===== src/rtl/alu_sequencer.sv =====
// alu_sequencer: issue/writeback controller that sequences 8-bit instructions through an external ALU
module alu_sequencer #(
  parameter int REG_AW = 2,
  parameter int MUL_CYCLES = 2
) (
  input  logic       clk_in,
  input  logic       rst_in,
  input  logic [7:0] instr_in,
  input  logic       instr_valid_in,
  output logic       instr_ready_out,
  output logic [2:0] unit_sel_out,
  output logic       op_sel_out,
  output logic [7:0] acc_out,
  output logic [7:0] src_out,
  input  logic [7:0] alu_res_in,
  output logic       done_out,
  output logic       branch_taken_out,
  output logic [7:0] branch_off_out,
  output logic       illegal_out
);
  typedef enum logic [1:0] {IDLE, EXEC, DONE} state_t;
  state_t state;
  logic [7:0] instr;
  logic [7:0] acc;
  logic [7:0] regs [2**REG_AW];
  logic [2:0] cnt;
  logic [3:0] op;
  logic [3:0] imm;
  logic [REG_AW-1:0] idx;
  logic exec;
  assign op = instr[7:4];
  assign imm = instr[3:0];
  assign idx = instr[REG_AW-1:0];
  assign exec = state == EXEC;
  assign instr_ready_out = state == IDLE;
  assign acc_out = acc;
  always_comb begin
    unit_sel_out = !exec ? 3'b111 :
                   op < 4'h2 || op == 4'hD ? 3'b000 :
                   op < 4'h4 ? 3'b001 :
                   op < 4'h6 ? 3'b010 :
                   op == 4'h6 || op == 4'hA ? 3'b011 :
                   op == 4'h7 ? 3'b100 :
                   op == 4'h8 ? 3'b101 :
                   op == 4'h9 ? 3'b110 : 3'b111;
    op_sel_out = exec && op < 4'h6 && op[0];
    src_out = !exec ? 8'h00 : (op == 4'hA || op == 4'hD) ? {4'b0, imm} : regs[idx];
  end
  always_ff @(posedge clk_in or posedge rst_in) begin
    if (rst_in) begin
      state <= IDLE;
      instr <= '0;
      acc <= '0;
      cnt <= '0;
      done_out <= 1'b0;
      branch_taken_out <= 1'b0;
      branch_off_out <= '0;
      illegal_out <= 1'b0;
      for (int i = 0; i < 2**REG_AW; i++) regs[i] <= '0;
    end else begin
      case (state)
        IDLE: if (instr_valid_in) begin
          instr <= instr_in;
          cnt <= instr_in[7:4] == 4'h9 ? 3'(MUL_CYCLES - 1) : 3'd0;
          state <= EXEC;
        end
        EXEC: if (cnt != 3'd0) cnt <= cnt - 3'd1;
        else begin
          state <= DONE;
          done_out <= 1'b1;
          if (op <= 4'hA || op == 4'hD) acc <= alu_res_in;
          if (op == 4'hB) regs[idx] <= alu_res_in;
          if (op == 4'hC) begin
            branch_taken_out <= |alu_res_in;
            branch_off_out <= {{4{imm[3]}}, imm};
          end
          illegal_out <= op[3:1] == 3'b111;
        end
        DONE: begin
          done_out <= 1'b0;
          branch_taken_out <= 1'b0;
          illegal_out <= 1'b0;
          state <= IDLE;
        end
        default: state <= IDLE;
      endcase
    end
  end
endmodule


===== config.mk =====
export PLATFORM = sky130hd
export DESIGN_NAME = alu_sequencer
export DESIGN_NICKNAME = d
export VERILOG_FILES = /design/src/rtl/alu_sequencer.sv
export SDC_FILE = /design/constraint.sdc
export NUM_CORES = 1
export LEC_CHECK = 0
export BUFFER_PORTS_ARGS = -buffer_cell sky130_fd_sc_hd__buf_2
export CORE_AREA = 4 4 79 81
export CTS_CLUSTER_DIAMETER = 200
export DETAILED_ROUTE_END_ITERATION = 10
export DIE_AREA = 0 0 83 85
export MAX_ROUTING_LAYER = met4
export PLACE_DENSITY = 0.82
export SLEW_MARGIN = 25
export SYNTH_ARGS = -nofsm -noshare
export SYNTH_HDL_FRONTEND = slang
export SYNTH_SLANG_ARGS = --single-unit

===== constraint.sdc =====
create_clock -name clk_in -period 5.7 [get_ports clk_in]
set_clock_uncertainty 0.2 [all_clocks]
set_input_delay 0.57 -clock clk_in [delete_from_list [all_inputs] [get_ports clk_in]]
set_output_delay 0.57 -clock clk_in [all_outputs]
set_load 0.02 [all_outputs]

# Yosys cells after proc, flatten, opt, wreduce, memory -nomap -nowiden
# Cells that the tools add are included.
# classes
n_mux	30
order_cmp	6
eq_ne	16
n_addsub	1
n_bitwise	2
n_reduce_logical	20
# ops
cell	n
8-bit two-way mux	5
32-bit bitwise mux	1
4-bit equality test, second input constant	7
3-bit two-way mux	7
8-bit binary-select mux with 2-bit select	1
8-bit demux with 2-bit select	1
3-bit AND reduction	5
4-bit by 3-bit equality test with 1-bit output, second input constant	2
4-bit by 3-bit less-than comparator with 1-bit output, second input constant	2
2-bit two-way mux	4
8-bit OR reduction	1
1-bit two-way mux	6
1-bit one-hot mux with 2 select lines	3
3-bit one-hot mux with 2 select lines	1
2-bit AND reduction	3
4-bit less-or-equal comparator, second input constant	1
1-bit logical OR	4
4-bit by 2-bit less-than comparator with 1-bit output, second input constant	1
2-bit by 1-bit inequality test with 1-bit output, second input constant	2
2-bit inequality test, second input constant	2
2-bit one-hot mux with 2 select lines	1
2-bit nonzero test	2
3-bit equality test, second input constant	1
3-bit greater-or-equal comparator, second input constant	1
other kinds (9)	11
# word_totals
inputBits	19
elab_cells	87
register_bits	60

# Logic depth before layout (Yosys ltp)
# Gate-level depths: netlist of the first run.
# logic_depth
ltp_word	9
mapped_depth	7

# Worst setup path after synthesis of the first run
# Ideal clock, no wire load.
# synth_path
path_type	register to output
start	reg instr[4]
end	out src_out[0]
slack_ns	3.318
arrival_time_ns	1.612
t_required_ns	4.930
path_stages_with_launch	6
cell_sequence	dfrtp_1 -> clkbuf_1 -> nor3b_1 -> o21ai_0 -> buf_2 -> o21ai_0
# synth_between
elab_chain_len	4
# synth_rtl
item	line	text
start: declaration	23	logic [7:0] instr;
start signal: assignment	63	instr <= instr_in;
4-bit equality test	47	src_out = !exec ? 8'h00 : (op == 4'hA || op == 4'hD) ? {4'b0, imm} : regs[idx];
1-bit logical OR (*)	47	
8-bit two-way mux (*) (2 in a row)	47	
end: declaration	14	output logic [7:0] src_out,
# Every way passes the cells marked *; elsewhere a longest branch is shown, timed or not.

# Final worst setup path of the first run
# layout_path
start	reg state[1]
end	out unit_sel_out[1]
# layout_between
elab_chain_len	2
# layout_rtl
item	line	text
start: declaration	22	state_t state;
start signal: assignment	51	state <= IDLE;
start signal: assignment	65	state <= EXEC;
start signal: assignment	69	state <= DONE;
2-bit by 1-bit equality test with 1-bit output	34	assign exec = state == EXEC;
3-bit two-way mux	38	unit_sel_out = !exec ? 3'b111 :
end: declaration	11	output logic [2:0] unit_sel_out,
# No other way between the ends.

==> metrics.log, run 1 <==
INFO  metric cts_num_sinks = 60
INFO  metric cellLeakagePower = 0.001591 uW
INFO  metric worst_setup_hold_path_clk_slew = 0.07 ns
INFO  metric post-place-ws = 2.698 ns
INFO  metric r2r-start = state[1]
INFO  metric yosys_register_bits = 60
INFO  metric core_area = 5473 um^2
INFO  metric fin_crit = 3.065 ns
INFO  metric die_w = 83 um
INFO  metric cells_after_synth = 235
INFO  metric layout.cell_area.non_filler = 3393 um^2
INFO  metric number_of_buffers_created_by_cts = 9
INFO  metric top_level_ports = 51
INFO  metric critical_path_maximum_fanout = 23
INFO  metric grt_pass1_vias = 2050
INFO  metric globalRouteOverflowTotal = 0
INFO  metric final_antenna_net_count = 0
INFO  metric regArea = 1501 um^2
INFO  metric rr_worst_depth = 6
INFO  metric startpoint = state[1]
INFO  metric synth_area = 2965 um^2
INFO  metric cts_root_buffer = clkbuf_8
INFO  metric yosys.area.top_type_share = 0.5063
INFO  metric grt_max_degree = 61
INFO  metric most_common_cell_after_layout_fill_and_taps_aside = dfrtp_1
INFO  metric layout_worst_path_cycle_share = 0.5378
INFO  metric worstHoldPathType = input pin to async pin
INFO  metric synth-warning-count = 0
INFO  metric timing.reg2reg.setup_slack = 2.66 ns
INFO  metric startpoint_class = flop
INFO  metric final-max-slew-violation-count = 0
INFO  metric htree_num_levels = 3
INFO  metric postCtsSetupRepairBufs = 0
INFO  metric detailedRoute.firstPassIterationCount = 4
INFO  metric max_freq = 326.2 MHz
INFO  metric cts.path.max_buffers = 2
INFO  metric finalCoreUtilization = 0.6200
INFO  metric data_arrival_critical_path = 2.30 ns
INFO  metric vias_per_cell = 5.612
INFO  metric mappedNetlistNets = 259
INFO  metric setup_tns = 0 ns
INFO  metric clkLatencyLatePin = 0.33 ns
INFO  metric setup_viol = 0
INFO  metric tritoncts = done
INFO  metric synth_top_area_cell = dfrtp_1
INFO  metric rsz0062_at_grt = false
INFO  metric cts_resized = 0
INFO  metric slew_headroom = 0.4891
INFO  metric synth_seq_area_share = 0.5063
INFO  metric hold_violations = 0
INFO  metric yosysUniqueCellTypes = 33
INFO  metric vias = 1998
INFO  metric syn2layout_area_growth = 14.43%
INFO  metric main_area_contributors_after_synthesis = dfrtp_1, mux2_2, mux4_2
INFO  metric maxCapViolations = 0
INFO  metric post_route_drc_violation_count = 0
INFO  metric layout.cells.most_common_list = dfrtp_1, mux2_2, buf_2, nand2_1
INFO  metric timing.setup.critical_path_class = flop to output pin
INFO  metric worst_ir_drop_vdd = 267.5 uV
INFO  metric layout_setup_ws = 2.635 ns
INFO  metric post-dp-hpwl = 4108 um
INFO  metric place.port_buffers = 50
INFO  metric gp_routability_congestion = 0.8179
INFO  metric critical_path_data_required_time = 4.93 ns
INFO  metric worst_setup_path_end_kind = output pin
INFO  metric postRouteWirelength = 6009 um
INFO  metric floorplan.die.height = 85 um
INFO  metric groute.usage.overall = 0.1856
INFO  metric drtIter0Drc = 181
INFO  metric placed_cells_incl_taps = 341
INFO  metric run_status = finished clean
INFO  metric syn_avg_cell_area = 12.62 um^2
INFO  metric cp_endpoint = unit_sel_out[1]
INFO  metric worstReg2RegEnd = regs[29]
INFO  metric grt_pass1_wl = 9963 um
INFO  metric detailed_place.area = 3224 um^2
INFO  metric grt_antenna_before_repair = 0
INFO  metric initial_core_util = 0.5418
INFO  metric std_cell_rows = 27
INFO  metric nFillCells = 453
INFO  metric die-area = 7055 um^2
INFO  metric slew_at_the_pin_closest_to_its_max_slew_limit = 0.7663 ns
INFO  metric routedWlPerCell = 16.88 um
INFO  metric layout.nets = 304
INFO  metric layout.cells.non_filler = 356
INFO  metric drive_gt1_frac = 0.4648
INFO  metric antenna_cells = 0
INFO  metric power-per-cell-area = 544.1 nW/um^2
INFO  metric multi_input_area = 1345 um^2
INFO  metric cts_hold_buffers = 0
## synthesized netlist by cell type
cell	number
dfrtp_1	60
mux2_2	53
nand2_1	16
o21ai_0	12
a21oi_1	11
buf_2	8
inv_1	8
mux4_2	7
nor2_1	6
clkbuf_1	5
ha_1	5
nand3_1	5
and3_1	4
buf_4	4
nor2b_1	4
o22ai_1	4
nor4_1	3
a22o_1	2
mux2i_1	2
nor3_1	2
nor3b_1	2
a211oi_4	1
a31o_2	1
a41oi_1	1
and3b_1	1
mux2_4	1
nand2b_1	1
nand2b_4	1
nand4b_2	1
nor4_4	1
nor4b_1	1
nor4b_2	1
o31ai_1	1
## layer usage
layer / vias to the layer above / share of wire / GRT usage
met5: - / 0 / -
met4: 0 / 0.018 / 0.08172
met3: 11 / 0.038 / 0.03689
met2: 55 / 0.49 / 0.3017
met1: 995 / 0.45 / 0.2257
li1: 937 / - / -
## worst min-delay path by stage
stage                        end  slack [ns]  depth (start not counted)
2_1_floorplan             cnt[1]        0.27                          1
3_3_place_gp   branch_off_out[1]        0.28                          1
3_5_place_dp   branch_off_out[2]        0.29                          1
4_1_cts                 instr[1]        0.26                          2
5_1_grt                 instr[1]        0.27                          2
6_report       branch_off_out[0]        0.24                          3
## worst max-delay path, cell delays in order, from the launching register on
cell and delay, ns:
dfrtp_1 0.39, inv_1 0.08, ha_1 0.65, inv_1 0.39, a21oi_1 0.22, nand2_1 0.07, buf_2 0.16
## logic make-up after synthesis
logic type	Yosys count	share of synthesized area
and+or+nand+nor	49	0.09788
adders and majority gates	5	0.02110
muxes	63	0.2662
DFF	60	0.5063
buffers and inverters	25	0.04009
AOI/OAI and AO/OA	33	0.06836
## area by class of cell
| cell class | instances | area share |
|---|---|---|
| Sequential cell | 60 | 0.4425 |
| Multi-Input combinational cell | 150 | 0.3964 |
| Timing Repair Buffer | 51 | 0.07596 |
| Clock buffer | 13 | 0.04683 |
| Tap cell | 72 | 0.02655 |
| Inverter | 8 | 0.008850 |
| Clock inverter | 2 | 0.002950 |
## through the flow
step	total power [uW]	hold slack (ns)
2_1_floorplan	1337	0.2729
3_3_place_gp	1487	0.2818
3_5_place_dp	1522	0.2888
4_1_cts	1859	0.2614
5_1_grt	1963	0.2673
6_report	1846	0.2422
## registers in the layout, summed over array words and instances, names as in the netlist
signal	count
acc_out	8
cnt	3
state	2
regs	32
illegal_out	1
done_out	1
instr	8
branch_off_out	4
branch_taken_out	1
## where the power goes
part	internal, uW	switching, uW
Clock	178	157
Sequential	585	162
Combinational	362	402
Power figures use the tool's default switching activity.
==> run 2: changes to the inputs <==
Settings changed: CORE_AREA 4 4 79 81 to 4 4 83 85, DIE_AREA 0 0 83 85 to 0 0 87 89, PLACE_DENSITY 0.82 to 0.78.
Clock period 5.7 ns to 2.6 ns, I/O delays scaled along.
==> run 2 against run 1 <==
Compared with the run above:
- final cell count rose by 5.6%
- via count rose by 3.1%
- setup slack got worse by 2.4 ns
- flip-flop and latch count did not move
- sequential power rose by 120%
- worst hold slack got worse by 0.22 ns
- critical path type unchanged
- largest power group unchanged
==> metrics.log, run 2 (synthesized netlist as in run 1, its figures left out) <==
INFO  metric cp.buffers_inverters = 5 (+2)
INFO  metric final_antenna_net_count = 0 (unchanged)
INFO  metric number_of_buffers_created_by_cts = 9 (unchanged)
INFO  metric worst_ir_drop_vdd = 643.6 uV (+140%)
INFO  metric fin_crit = 2.372 ns
INFO  metric routedWlPerCell = 16.77 um (-0.62%)
INFO  metric startpoint_class = flop
INFO  metric maxCapViolations = 0 (unchanged)
INFO  metric place.port_buffers = 50 (unchanged)
INFO  metric drtIter0Drc = 127 (-30%)
INFO  metric layout.nets = 320 (+5.3%)
INFO  metric final-max-slew-violation-count = 0 (unchanged)
INFO  metric data_arrival_critical_path = 1.91 ns (-0.39 ns)
INFO  metric die-area = 7743 um^2 (+9.8%)
INFO  metric slew_headroom = 0.6296 (+0.1405)
INFO  metric grt_pass1_wl = 10490 um (+5.3%)
INFO  metric startpoint = state[1]
INFO  metric most_flops_register = regs
INFO  metric cts_num_sinks = 60 (unchanged)
INFO  metric gp_routability_congestion = 0.8381 (+2.5%)
INFO  metric run_status = finished clean
INFO  metric core_area = 6205 um^2 (+13%)
INFO  metric post_route_drc_violation_count = 0 (unchanged)
INFO  metric rsz0062_at_grt = false
INFO  metric cp_endpoint = unit_sel_out[1]
INFO  metric p_seq_frac = 0.387 (-0.017)
INFO  metric rr_worst_depth = 7 (+1)
INFO  metric drive_gt1_frac = 0.4682 (+0.003439)
INFO  metric antenna_cells = 0 (unchanged)
INFO  metric post-dp-hpwl = 4486 um (+9.2%)
INFO  metric globalRouteOverflowTotal = 0 (unchanged)
INFO  metric power.share.combinational = 0.417 (+0.003)
INFO  metric largest_stage_delay_worst_path = 0.40 ns (-0.25 ns)
INFO  metric vias_per_cell = 5.479 (-2.4%)
INFO  metric detailedRoute.firstPassIterationCount = 4 (unchanged)
INFO  metric timing.setup.critical_path_class = flop to output pin
INFO  metric r2r-start = cnt[0]
INFO  metric grt_pass1_vias = 2065 (+0.73%)
INFO  metric holdPathStages = 3
INFO  metric slew_at_the_pin_closest_to_its_max_slew_limit = 0.5538 ns (-0.2126 ns)
INFO  metric max_ffs_per_register = 32 (unchanged)
INFO  metric post-place-ws = 0.3131 ns (-2.385 ns)
INFO  metric die_w = 87 um (+4.8%)
INFO  metric p_int = 2604 uW (+130%)
INFO  metric tritoncts = done
INFO  metric clkLatencyLatePin = 0.33 ns (about the same)
INFO  metric initial_core_util = 0.4779 (-0.06392)
INFO  metric critical_path_maximum_fanout = 22 (-4.3%)
INFO  metric groute.usage.overall = 0.1886 (+0.003024)
INFO  metric most_common_cell_after_layout_fill_and_taps_aside = dfrtp_1
INFO  metric power-per-cell-area = 1174 nW/um^2 (+120%)
INFO  metric cp_slowest_cell = dfrtp_1
INFO  metric worstHoldPathType = input pin to flop
INFO  metric cts.path.max_buffers = 2 (unchanged)
INFO  metric crit_family = buffers and inverters
INFO  metric total_net_switching_power = 1581 uW (+120%)
INFO  metric cellLeakagePower = 0.001671 uW (+5.0%)
INFO  metric cell_by_cell_listing_of_the_critical_path = inv_1 -> ha_1 -> buf_4 -> inv_1 -> buf_4 -> a21oi_1 -> nand2_1 -> buf_2
INFO  metric postRouteWirelength = 6307 um (+5.0%)
INFO  metric setup_viol = 0 (unchanged)
INFO  metric worst_setup_hold_path_clk_slew = 0.06 ns (about the same)
INFO  metric std_cell_rows = 29 (+7.4%)
INFO  metric nFillCells = 515 (+14%)
INFO  metric postCtsSetupRepairBufs = 0 (unchanged)
INFO  metric grt_max_degree = 24 (-61%)
INFO  metric max_freq = 421.7 MHz
INFO  metric critical_path_data_required_time = 2.14 ns (-2.79 ns)
INFO  metric hold_violations = 0 (unchanged)
INFO  metric layout_worst_path_cycle_share = 0.9122
INFO  metric htree_num_levels = 3 (unchanged)
INFO  metric worst_setup_path_end_kind = output pin
INFO  metric p_clk_frac = 0.196 (+0.015)
INFO  metric switching_share = 0.3777 (-0.01278)
INFO  metric timing.reg2reg.setup_slack = 0.31 ns (-2.35 ns)
INFO  metric vias = 2060 (+3.1%)
INFO  metric cp.depth = 8 (+2)
INFO  metric layout_setup_ws = 0.2284 ns (-2.406 ns)
INFO  metric worstReg2RegEnd = regs[28]
INFO  metric top_level_ports = 51 (unchanged)
INFO  metric setup_tns = 0 ns (unchanged)
INFO  metric layout.cells.most_common_list = dfrtp_1, mux2_2, buf_2, nand2_1, o21ai_0
INFO  metric grt_antenna_before_repair = 0 (unchanged)
INFO  metric syn2layout_area_growth = 20.21%
INFO  metric cts_root_buffer = clkbuf_8
INFO  metric floorplan.die.height = 89 um (+4.7%)
[run 2: cell types whose count changed in the layout (fill, tap and decap cells not counted)]
cell / change
dlygate4sd3_1: +9
dfrtp_2: +1
dfrtp_1: -1
clkinv_2: -1
clkbuf_1: -1
bufinv_16: +1
o21ai_1: -1
buf_4: +7
o21ai_0: +1
[run 2: worst min path at each step]
stage | start | end | slack (ns)
floorplan | alu_res_in[0] | regs[0] | 0.21
global placement | rst_in | branch_off_out[3] | 0.07
detailed placement | rst_in | branch_off_out[2] | 0.08
CTS | instr_valid_in | state[0] | 0.001
global route | instr_valid_in | state[0] | 0.02
finish | instr_valid_in | state[0] | 0.02
[run 2: layer usage]
| layer | global-route usage | vias to the layer above | wire (um) |
|---|---|---|---|
| li1 | - | 965 | - |
| met1 | 0.2484 | 1028 | 2902 |
| met2 | 0.2740 | 54 | 2994 |
| met3 | 0.03594 | 13 | 266 |
| met4 | 0.1062 | 0 | 143 |
| met5 | - | - | 0 |
[run 2: power by group through the flow]
stage               Combinational, uW  Sequential (uW)  Clock (uW)
floorplan                        1350             1580           0
global placement                 1700             1620           0
detailed placement               1750             1630           0
CTS                              1760             1620         845
global route                     1910             1680         886
finish                           1740             1620         822
[run 2: worst register-to-register path: cells and delay by family (launching register included)]
kind                       cells  cell delay [ns]
buffers and inverters          2             0.32
and+or+nand+nor                3             0.66
DFF                            1             0.40
adders and majority gates      1             0.25
muxes                          1             0.35
[run 2: cell type report]
| type | count | area (um^2) | area share |
|---|---|---|---|
| Sequential cell | 60 | 1503 | 0.4216 |
| Multi-Input combinational cell | 150 | 1345 | 0.3773 |
| Timing Repair Buffer | 67 | 400.4 | 0.1123 |
| Clock buffer | 12 | 155.1 | 0.04352 |
| Tap cell | 77 | 96.34 | 0.02703 |
| Clock inverter | 2 | 35.03 | 0.009828 |
| Inverter | 8 | 30.03 | 0.008424 |
[run 2: what timing repair did]
| item | CTS | global route |
|---|---|---|
| resized for setup | 0 | 1 |
| hold buffers | 9 | 0 |
| hold endpoints to repair | 25 | 0 |
| setup endpoints to repair | 0 | 5 |
[run 2: through the flow]
| stage | hold slack [ns] | area [um^2] | instances | total power [uW] | util |
|---|---|---|---|---|---|
| global route | 0.02017 | 3565 | 376 | 4483 | 0.5745 |
| detailed placement | 0.07762 | 3283 | 353 | 3381 | 0.5291 |
| global placement | 0.07259 | 3283 | 353 | 3320 | 0.5291 |
| floorplan | 0.2106 | 2965 | 235 | 2932 | - |
| finish | 0.02216 | 3565 | 376 | 4185 | 0.5745 |
| CTS | 0.001365 | 3563 | 376 | 4224 | 0.5743 |
